## config.mk

```make
export PLATFORM = sky130hd
export DESIGN_NAME = imem_loader
export DESIGN_NICKNAME = d
export VERILOG_FILES = /design/src/rtl/imem_loader.sv
export SDC_FILE = /design/constraint.sdc
export NUM_CORES = 1
export LEC_CHECK = 0
export BUFFER_PORTS_ARGS = -buffer_cell sky130_fd_sc_hd__buf_2
export CELL_PAD_IN_SITES_DETAIL_PLACEMENT = 1
export CELL_PAD_IN_SITES_GLOBAL_PLACEMENT = 1
export CORE_UTILIZATION = 30
export CTS_BUF_LIST = sky130_fd_sc_hd__clkbuf_4 sky130_fd_sc_hd__clkbuf_8
export DETAILED_ROUTE_END_ITERATION = 10
export MAX_ROUTING_LAYER = met4
export PLACE_DENSITY = 0.56
export SKIP_LAST_GASP = 1
export SYNTH_ARGS = -nofsm -noshare
export SYNTH_HDL_FRONTEND = slang
export SYNTH_SLANG_ARGS = --single-unit
export TNS_END_PERCENT = 1
```

## constraint.sdc

```tcl
create_clock -name clk_i -period 3 [get_ports clk_i]
set_input_delay 0.6 -clock clk_i [delete_from_list [all_inputs] [get_ports clk_i]]
set_output_delay 0.6 -clock clk_i [all_outputs]
set_load 0.01 [all_outputs]
```

## src/rtl/imem_loader.sv

```systemverilog
// Loads a length-prefixed byte-stream program image into instruction memory and holds the core in reset until done.
// Build option: define IMEM_LOADER_CHECKSUM_EN to require a trailing XOR checksum byte after the image.
module imem_loader #(
    parameter int MEM_BYTES      = 64,
    parameter int ADDR_W         = 32,
    parameter int TIMEOUT_CYCLES = 1024
) (
    input  logic              clk_i,
    input  logic              resetn_i,
    input  logic              start_i,
    input  logic              byte_valid_i,
    input  logic [7:0]        byte_data_i,
    output logic              byte_ready_o,
    output logic              mem_we_o,
    output logic [ADDR_W-1:0] mem_addr_o,
    output logic [7:0]        mem_wdata_o,
    output logic              core_resetn_o,
    output logic              busy_o,
    output logic              done_o,
    output logic              error_o
);

    localparam int               TMO_W    = $clog2(TIMEOUT_CYCLES + 1);
    localparam logic [15:0]      MAX_LEN  = 16'(MEM_BYTES);
    localparam logic [TMO_W-1:0] TMO_LAST = TMO_W'(TIMEOUT_CYCLES - 1);

    typedef enum logic [2:0] {
        S_IDLE,
        S_LEN_HI,
        S_LEN_LO,
        S_DATA,
        S_CHK,
        S_DONE,
        S_ERR
    } state_e;

    state_e            state_q, state_d;
    logic [15:0]       len_q, len_d;
    logic [15:0]       cnt_q, cnt_d;
    logic [TMO_W-1:0]  tmo_q, tmo_d;
    logic              we_q, we_d;
    logic [ADDR_W-1:0] addr_q, addr_d;
    logic [7:0]        wdata_q, wdata_d;
    logic              done_q, error_q, core_q;
`ifdef IMEM_LOADER_CHECKSUM_EN
    logic [7:0]        chk_q, chk_d;
`endif

    logic        xfer;
    logic [15:0] len_rx;
    logic        len_bad;

    assign xfer    = byte_valid_i && byte_ready_o;
    assign len_rx  = {len_q[15:8], byte_data_i};
    assign len_bad = (len_rx[1:0] != 2'b00) || (len_rx > MAX_LEN);

    // NOTE: sequential state uses non-blocking assignments so every register samples pre-edge values.
    always_ff @(posedge clk_i or negedge resetn_i) begin
        if (!resetn_i) state_q <= S_IDLE;
        else           state_q <= state_d;
    end

    // NOTE: every signal written here gets a default first, so no path can infer a latch.
    always_comb begin
        state_d = state_q;
        len_d   = len_q;
        cnt_d   = cnt_q;
        tmo_d   = tmo_q;
        we_d    = 1'b0;
        addr_d  = addr_q;
        wdata_d = wdata_q;
`ifdef IMEM_LOADER_CHECKSUM_EN
        chk_d   = chk_q;
`endif
        if (busy_o) tmo_d = xfer ? '0 : tmo_q + 1'b1;

        case (state_q)
            S_IDLE, S_DONE, S_ERR: begin
                if (start_i) begin
                    state_d = S_LEN_HI;
                    cnt_d   = '0;
                    tmo_d   = '0;
`ifdef IMEM_LOADER_CHECKSUM_EN
                    chk_d   = '0;
`endif
                end
            end
            S_LEN_HI: begin
                if (xfer) begin
                    len_d   = {byte_data_i, 8'h00};
                    state_d = S_LEN_LO;
                end
            end
            S_LEN_LO: begin
                if (xfer) begin
                    len_d = len_rx;
                    if (len_bad)              state_d = S_ERR;
`ifdef IMEM_LOADER_CHECKSUM_EN
                    else if (len_rx == 16'd0) state_d = S_CHK;
`else
                    else if (len_rx == 16'd0) state_d = S_DONE;
`endif
                    else                      state_d = S_DATA;
                end
            end
            S_DATA: begin
                if (xfer) begin
                    we_d    = 1'b1;
                    addr_d  = ADDR_W'(cnt_q);
                    wdata_d = byte_data_i;
                    cnt_d   = cnt_q + 16'd1;
`ifdef IMEM_LOADER_CHECKSUM_EN
                    chk_d   = chk_q ^ byte_data_i;
                    if (cnt_d == len_q) state_d = S_CHK;
`else
                    if (cnt_d == len_q) state_d = S_DONE;
`endif
                end
            end
            S_CHK: begin
`ifdef IMEM_LOADER_CHECKSUM_EN
                if (xfer) state_d = (byte_data_i == chk_q) ? S_DONE : S_ERR;
`else
                state_d = S_ERR;
`endif
            end
            default: state_d = S_IDLE;
        endcase

        // An idle host while loading abandons the image; writes already issued stay in memory.
        if (busy_o && !xfer && (tmo_q == TMO_LAST)) state_d = S_ERR;
    end

    always_comb begin
        byte_ready_o = 1'b0;
        busy_o       = 1'b0;
        case (state_q)
            S_LEN_HI, S_LEN_LO, S_DATA, S_CHK: begin
                byte_ready_o = 1'b1;
                busy_o       = 1'b1;
            end
            default: ;
        endcase
    end

    always_ff @(posedge clk_i or negedge resetn_i) begin
        if (!resetn_i) begin
            len_q   <= '0;
            cnt_q   <= '0;
            tmo_q   <= '0;
            we_q    <= 1'b0;
            addr_q  <= '0;
            wdata_q <= '0;
            done_q  <= 1'b0;
            error_q <= 1'b0;
            core_q  <= 1'b0;
`ifdef IMEM_LOADER_CHECKSUM_EN
            chk_q   <= '0;
`endif
        end else begin
            len_q   <= len_d;
            cnt_q   <= cnt_d;
            tmo_q   <= tmo_d;
            we_q    <= we_d;
            addr_q  <= addr_d;
            wdata_q <= wdata_d;
            done_q  <= (state_d == S_DONE);
            error_q <= (state_d == S_ERR);
            // Released one cycle after DONE entry, i.e. after the final registered write pulse.
            core_q  <= (state_q == S_DONE) && (state_d == S_DONE);
`ifdef IMEM_LOADER_CHECKSUM_EN
            chk_q   <= chk_d;
`endif
        end
    end

    assign mem_we_o      = we_q;
    assign mem_addr_o    = addr_q;
    assign mem_wdata_o   = wdata_q;
    assign done_o        = done_q;
    assign error_o       = error_q;
    assign core_resetn_o = core_q;

endmodule

```

==> key figures, run 1 <==
Outcome
  – Status: finished clean

Layout
  – Most frequent cells in the layout: 114 x nand2_1, 74 x dfrtp_1, 42 x o21ai_0
  – Register area: 1852 um2
  – Multi-input gate area: 2024 um2
  – Finished Core Util: 34.74%
  – N_diodes: 0
  – Fillers: 1578
  – Fraction of layout cells with a size suffix above 1: 17.06%
  – Post-layout net count: 513
  – Area overhead of the layout relative to synthesis: 12.36%
  – Commonest non-fill, non-tap cell in the layout: nand2_1

Setup path
  – CP cell instances: ha_1 -> nand3_1 -> or2_0 -> o21ai_0 -> a31oi_1 -> nor4_1 -> a21oi_2 -> nor3b_2
  – Crit path required time: 3.29 ns
  – Setup CP Type: reg -> reg
  – Setup crit end kind: flip-flop
  – WP buf/inv: 0
  – Register-to-register setup slack: 0.46 ns
  – Crit Reg-Reg Endpoint: done_o
  – CP startpoint kind: flip-flop
  – Worst EP arrival: 2.83 ns
  – Slowest-stage cell, CP: dfrtp_1
  – Crit Reg-Reg Startpoint: cnt_q[0]
  – Crit path max fanout: 10
  – Worst path depth: 8
  – R2R cell count: 8
  – CP max stage delay: 0.51 ns
  – Crit path max-delay family: simple AND/OR/NAND/NOR gates

Pwr
  – Sw power: 0.001387 W
  – Combinational share of power: 32.9%
  – Power density cells: 794.5 nW/um2
  – Power share of the clock group: 26.7%
  – Switching share of power: 37.79%
  – Sequential power share: 40.4%
  – Cell leakage power: 2.166 nW
  – VDD IR max: 0.2729 mV
  – Int Power: 0.002282 W

Place
  – HPWL Detailed: 7704 um
  – # port buffers: 41
  – RePlAce Congestion: 0.8300

Detailed routing
  – Mean routed wirelength per cell: 16.32 um
  – DRC: 0
  – Routed via count: 3440
  – Total Wirelength: 11100 um
  – Final ANT Viol Nets: 0
  – Via density: 5.059
  – TritonRoute pass-1 iters: 4
  – DRT iter0 DRCs: 147

Timing
  – Max-slew headroom: 35.68%
  – RSZ-0062 raised after global routing: false
  – Worst-margin pin slew: 0.9647 ns
  – Highest clock rate: 393.1 MHz
  – Worst Skew: 0.01172 ns
  – Final setup fails: 0
  – Setup TNS: 0 ns
  – Final hold violation count: 0
  – Final period util: 84.81%
  – Max-slew violation count: 0
  – Tmin final: 2.544 ns

Yosys
  – Synth Flop Type: dfrtp_1
  – FF+latch count, synth: 74
  – Yosys top cell area share: 45.05%
  – Syn Inst Count: 472
  – Cell variety after synth: 64
  – Synth area leader: dfrtp_1
  – Post-Syn Area: 4110 um2
  – YS warnings: 0
  – Sequential area share after synthesis: 45.05%
  – Post-synth EDFFs: 0
  – Dominant cells by area after synthesis: dfrtp_1 45%, nand2_1 10%, o21ai_0 5.1%, buf_4 4.0%, nor2_1 3.1%
  – Async S/R FF share, synth: 100.0%
  – Syn avg cell area: 8.708 um2

GRT
  – Largest net degree at the start of global routing: 75
  – GRT Overall Usage: 17.20%
  – Initial antenna violation count: 0
  – First-pass GRT wire length: 18400 um
  – Remaining Overflow, GRT: 0
  – Vias in the first global route: 3468

Clock network
  – Hold_buf cts: 0
  – CTS Sinks: 74
  – CTS tree: done
  – H-tree levels: 3
  – Clock transition at path regs: 0.08 ns
  – Clock Path Buffers: 2
  – Setup repair bufs after CTS: 0
  – CTS buffer count: 9
  – Resized cells post-CTS: 0
  – Clock Latency Late Sink: 0.37 ns
  – Clk root buf: clkbuf_8

Floorplanning
  – FP Rows: 42
  – Die width: 119.1 um
  – Core box area: 13300 um2
  – Die area: 14170 um2
  – Die Y: 119.1 um
  – Num ports: 58
  – Initial Util: 30.91%

Flow run
  – Max-Cap Viols: 0

Worst hold path
  – Hold Crit Class: in -> async
[per-stage QoR]
stage | hold slack, ns | power [W] | worst slack [ns] | std cells | cell area [um2]
finish | 0.3843 | 0.003669 | 0.4558 | 680 | 4618
CTS | 0.4220 | 0.003732 | 0.4516 | 680 | 4618
floorplan | 0.3044 | 0.002311 | 0.8239 | 487 | 4167
global route | 0.4427 | 0.003939 | 0.2224 | 680 | 4618
global placement | 0.4530 | 0.002696 | 0.5709 | 664 | 4368
detailed placement | 0.4593 | 0.002726 | 0.4984 | 664 | 4368
[flip-flops by register name, summed over array words and instances, names as in the netlist]
signal,cells
mem_addr_o,16
mem_wdata_o,8
done_o,1
core_resetn_o,1
len_q,16
error_o,1
mem_we_o,1
cnt_q,16
tmo_q,11
state_q,3
[area by class of cell]
class	count	area share [%]
Clock inverter	6	2.438
Multi-Input combinational cell	361	43.84
Tap cell	176	4.768
Sequential cell	74	40.10
Timing Repair Buffer	46	5.310
Clock buffer	10	2.980
Inverter	7	0.5690
[worst reg2reg max path, cell delays in order, from the launching register on]
cell     delay [ns]
dfrtp_1        0.51
ha_1           0.44
nand3_1        0.27
or2_0          0.31
o21ai_0        0.17
a31oi_1        0.17
nor4_1         0.33
a21oi_2        0.12
nor3b_2        0.15
[kinds of logic after synthesis]
kind of cell / share of synthesized area (%)
multiplexers: 2.435
other: 0.09124
buffers and inverters: 7.184
adder cells (fa/ha/maj): 0.8523
AO/OA/AOI/OAI: 13.15
AND/OR/NAND/NOR: 25.91
flip-flops: 45.05
XOR/XNOR: 5.327
[power by group through the flow]
| stage | registers, W | clock network [W] | logic, W |
|---|---|---|---|
| finish | 0.00148 | 0.000979 | 0.00121 |
| global route | 0.00152 | 0.00107 | 0.00135 |
| CTS | 0.00148 | 0.00102 | 0.00123 |
| detailed placement | 0.00150 | 0 | 0.00123 |
| global placement | 0.00149 | 0 | 0.00120 |
| floorplan | 0.00140 | 0 | 0.000907 |
[Yosys cell counts, types with 4 or more instances]
master    number
nor3_1         9
a31oi_1        4
clkbuf_1      11
o21ai_0       42
nand2b_1       5
nor2_1        34
and2_1         4
nand2_1      114
xnor2_1       14
a21o_1         4
nor4_1         4
buf_2          6
or3_1          5
xor2_1        11
o31ai_1        5
nand4_1       11
nand3b_1       4
inv_1          5
buf_4         22
nand3_1       11
mux2_2         8
dfrtp_1       74
a21oi_1        9
[worst max-delay path by stage]
| stage | from | endpoint | slack [ns] |
|---|---|---|---|
| 2_1_floorplan | byte_valid_i | state_q[1] | 0.82 |
| 3_3_place_gp | cnt_q[0] | done_o | 0.57 |
| 3_5_place_dp | cnt_q[0] | done_o | 0.50 |
| 4_1_cts | cnt_q[0] | done_o | 0.45 |
| 5_1_grt | cnt_q[0] | done_o | 0.22 |
| 6_report | cnt_q[0] | done_o | 0.46 |
[per-layer routing]
layer / share of wire [%] / up-vias / GRT usage (%)
met5: 0 / - / -
met4: 1.8 / 0 / 6.092
met3: 3.6 / 13 / 3.784
met2: 46 / 67 / 25.51
met1: 49 / 1721 / 23.01
li1: - / 1639 / -
Note: power is estimated with default switching activity, not from simulation.
==> run 2: changes to the inputs <==
--- a/config.mk
+++ b/config.mk
@@ -5,6 +5,7 @@
 export SDC_FILE = /design/constraint.sdc
 export NUM_CORES = 1
 export LEC_CHECK = 0
+export ABC_AREA = 1
 export BUFFER_PORTS_ARGS = -buffer_cell sky130_fd_sc_hd__buf_2
 export CELL_PAD_IN_SITES_DETAIL_PLACEMENT = 1
 export CELL_PAD_IN_SITES_GLOBAL_PLACEMENT = 1
@@ -12,7 +13,7 @@
 export CTS_BUF_LIST = sky130_fd_sc_hd__clkbuf_4 sky130_fd_sc_hd__clkbuf_8
 export DETAILED_ROUTE_END_ITERATION = 10
 export MAX_ROUTING_LAYER = met4
-export PLACE_DENSITY = 0.56
+export PLACE_DENSITY = 0.57
 export SKIP_LAST_GASP = 1
 export SYNTH_ARGS = -nofsm -noshare
 export SYNTH_HDL_FRONTEND = slang
==> constraint.sdc (replaced) <==
create_clock -name clk_i -period 2.35 [get_ports clk_i]
set_input_delay 0.47 -clock clk_i [delete_from_list [all_inputs] [get_ports clk_i]]
set_output_delay 0.47 -clock clk_i [all_outputs]
set_load 0.01 [all_outputs]
==> run 2 against run 1 <==
Net effect: clock power fell by 2.0%; combinational power grew 42%; global-route usage increased by 1.6 points; first-iteration DRC count decreased by 10%; clock-buffer cell count shrank 1; sequential power is 26% higher; largest cell class is now sequential cells; largest power group unchanged.
==> key figures, run 2 <==
Timing
  – Tmin final: 2.135 ns
  – Max-slew violation count: 0
  – Max-slew headroom: 60.04%
  – Highest clock rate: 468.4 MHz
  – Final period util: 90.86%
  – Worst-margin pin slew: 0.5995 ns
  – Worst Skew: 0.01134 ns
  – Final worst slack: 0.2149 ns
  – Final setup fails: 0
  – RSZ-0062 raised after global routing: false
  – Final hold violation count: 0
  – Setup TNS: 0 ns

Layout
  – Fillers: 1576
  – Non-filler cells, final: 717
  – Most frequent cells in the layout: 113 x nand2_1, 72 x dfrtp_1, 60 x inv_1
  – N_diodes: 0
  – Fraction of layout cells with a size suffix above 1: 17.25%
  – Area overhead of the layout relative to synthesis: 15.38%
  – Post-layout net count: 554
  – Finished Core Util: 35.55%
  – Commonest non-fill, non-tap cell in the layout: nand2_1

Yosys
  – Synth Flop Type: dfrtp_1
  – Syn Inst Count: 491
  – Most frequent cells after synthesis: 113 x nand2_1, 74 x dfrtp_1, 60 x inv_1, 50 x nand3_1, 38 x o21ai_0
  – Adder-cell share of the synthesized area: 0.6435%
  – Main combinational cell family by area after synthesis: simple AND/OR/NAND/NOR gates
  – Yosys top cell area share: 47.62%
  – Async S/R FF share, synth: 100.0%
  – Cell variety after synth: 31
  – Multiplexer area fraction after synthesis: 0%
  – YS warnings: 0
  – Count leader, synth: nand2_1
  – FF+latch count, synth: 74
  – Syn avg cell area: 7.920 um2
  – Synth area leader: dfrtp_1
  – Post-synthesis xor/xnor area fraction: 1.931%
  – Simple-Gate Fraction of Synth Area: 27.45%
  – Complex-gate fraction of the synthesized area: 11.52%
  – Post-Syn Area: 3889 um2
  – Post-synth EDFFs: 0
  – Dominant cells by area after synthesis: dfrtp_1 48%, nand2_1 11%, nand3_1 6.4%, inv_1 5.8%, o21ai_0 4.9%
  – Sequential area share after synthesis: 47.62%

Floorplanning
  – FP Rows: 41
  – Core box area: 12620 um2
  – Num ports: 58
  – Die area: 13420 um2
  – Die width: 115.9 um
  – Die Y: 115.9 um
  – Initial Util: 30.81%

Clock network
  – CTS Sinks: 74
  – Hold_buf cts: 0
  – Clock transition at path regs: 0.09 ns
  – CTS tree: done
  – CTS buffer count: 9
  – H-tree levels: 3
  – Clock Latency Late Sink: 0.38 ns
  – Clk root buf: clkbuf_8
  – Clock Path Buffers: 2

Detailed routing
  – Total Wirelength: 11050 um
  – TritonRoute pass-1 iters: 4
  – DRT iter0 DRCs: 132
  – Routed via count: 3384
  – Via density: 4.720
  – Final ANT Viol Nets: 0
  – Mean routed wirelength per cell: 15.41 um
  – DRC: 0

Setup path
  – Crit Reg-Reg Endpoint: error_o
  – Crit Reg-Reg Startpoint: cnt_q[1]
  – Register-to-register setup slack: 0.21 ns
  – Worst EP arrival: 2.41 ns
  – CP startpoint kind: flip-flop
  – R2R cell count: 15
  – Setup CP Type: reg -> reg
  – Crit path max fanout: 6
  – Crit path required time: 2.63 ns
  – Setup crit end kind: flip-flop

Pwr
  – Combinational share of power: 37.9%
  – Int Power: 0.002593 W
  – Cell leakage power: 2.116 nW
  – Switching share of power: 42.90%
  – Sw power: 0.001948 W
  – Sequential power share: 41.0%
  – Power density cells: 1012 nW/um2
  – VDD IR max: 0.4139 mV
  – Power share of the clock group: 21.1%

Flow run
  – Max-Cap Viols: 0

GRT
  – Initial antenna violation count: 0
  – GRT Overall Usage: 18.81%
  – First-pass GRT wire length: 18090 um
  – Remaining Overflow, GRT: 0
  – Vias in the first global route: 3432
  – Largest net degree at the start of global routing: 61

Place
  – HPWL Detailed: 8380 um
  – # port buffers: 41
  – Worst slack at placement: 0.1096 ns
  – Placed insts: 698
  – RePlAce Congestion: 0.8172

Worst hold path
  – Hold Crit Class: in -> async

Outcome
  – Status: finished clean
## run 2: repair_timing
action	CTS	global route
setup endpoints to repair	0	4
resized for setup	0	9
buffers inserted	0	3
## run 2: layer usage
layer | up-vias | part of all wire, % | track usage (%)
li1 | 1678 | - | -
met1 | 1639 | 48 | 24.02
met2 | 55 | 47 | 29.13
met3 | 12 | 3.2 | 4.812
met4 | 0 | 1.7 | 5.897
met5 | - | 0 | -
## run 2: final cells by class
type                    count  area, um2  share of cell area, %
well taps                 172      215.2                  4.796
flip-flops and latches     74       1854                  41.33
multi-input cells         339       1700                  37.90
inverters                  67      251.5                  5.605
clock buffers               9      123.9                  2.761
clock inverters             7      61.31                  1.366
repair buffers             49      280.3                  6.247
## run 2: logic make-up after synthesis
kind of cell | count (synthesis)
and+or+nand+nor | 233
DFF | 74
other | 1
adders and majority gates | 2
buffers and inverters | 93
AOI/OAI and AO/OA | 81
xor gates and xnor gates | 7
## run 2: through the flow
step | cell area [um2] | hold slack [ns] | total power (W)
5_1_grt | 4487 | 0.01904 | 0.004916
3_5_place_dp | 4252 | 0.4298 | 0.003592
3_3_place_gp | 4252 | 0.4339 | 0.003575
4_1_cts | 4437 | 0.001680 | 0.004587
2_1_floorplan | 3945 | 0.1744 | 0.002974
6_report | 4487 | 0.01022 | 0.004541
## run 2: worst max-delay path by stage
stage / from / slack [ns] / end / depth (start not counted)
2_1_floorplan: cnt_q[0] / 0.49 / error_o / 15
3_3_place_gp: cnt_q[0] / 0.20 / error_o / 14
3_5_place_dp: cnt_q[0] / 0.11 / core_resetn_o / 13
4_1_cts: cnt_q[0] / 0.07 / core_resetn_o / 13
5_1_grt: cnt_q[1] / 0.004 / core_resetn_o / 15
6_report: cnt_q[1] / 0.21 / error_o / 15
## run 2: power groups by stage
stage | logic (W) | registers [W] | clock network (W)
2_1_floorplan | 0.00108 | 0.00189 | 0
3_3_place_gp | 0.00170 | 0.00188 | 0
3_5_place_dp | 0.00171 | 0.00189 | 0
4_1_cts | 0.00172 | 0.00186 | 0.00101
5_1_grt | 0.00197 | 0.00191 | 0.00104
6_report | 0.00172 | 0.00186 | 0.000959
## run 2: worst max-delay path, stage by stage, from the launching register on
cell and delay (ns):
dfrtp_1 0.41, buf_4 0.14, nand2_2 0.06, nor2_4 0.19
buf_4 0.16, nand4_1 0.11, nand3_1 0.11, nand2_1 0.06
nor2_1 0.14, nand2_1 0.09, nor2_2 0.10, nand2_1 0.09
a21oi_2 0.18, nand2_1 0.09, nand2_1 0.06, inv_1 0.04
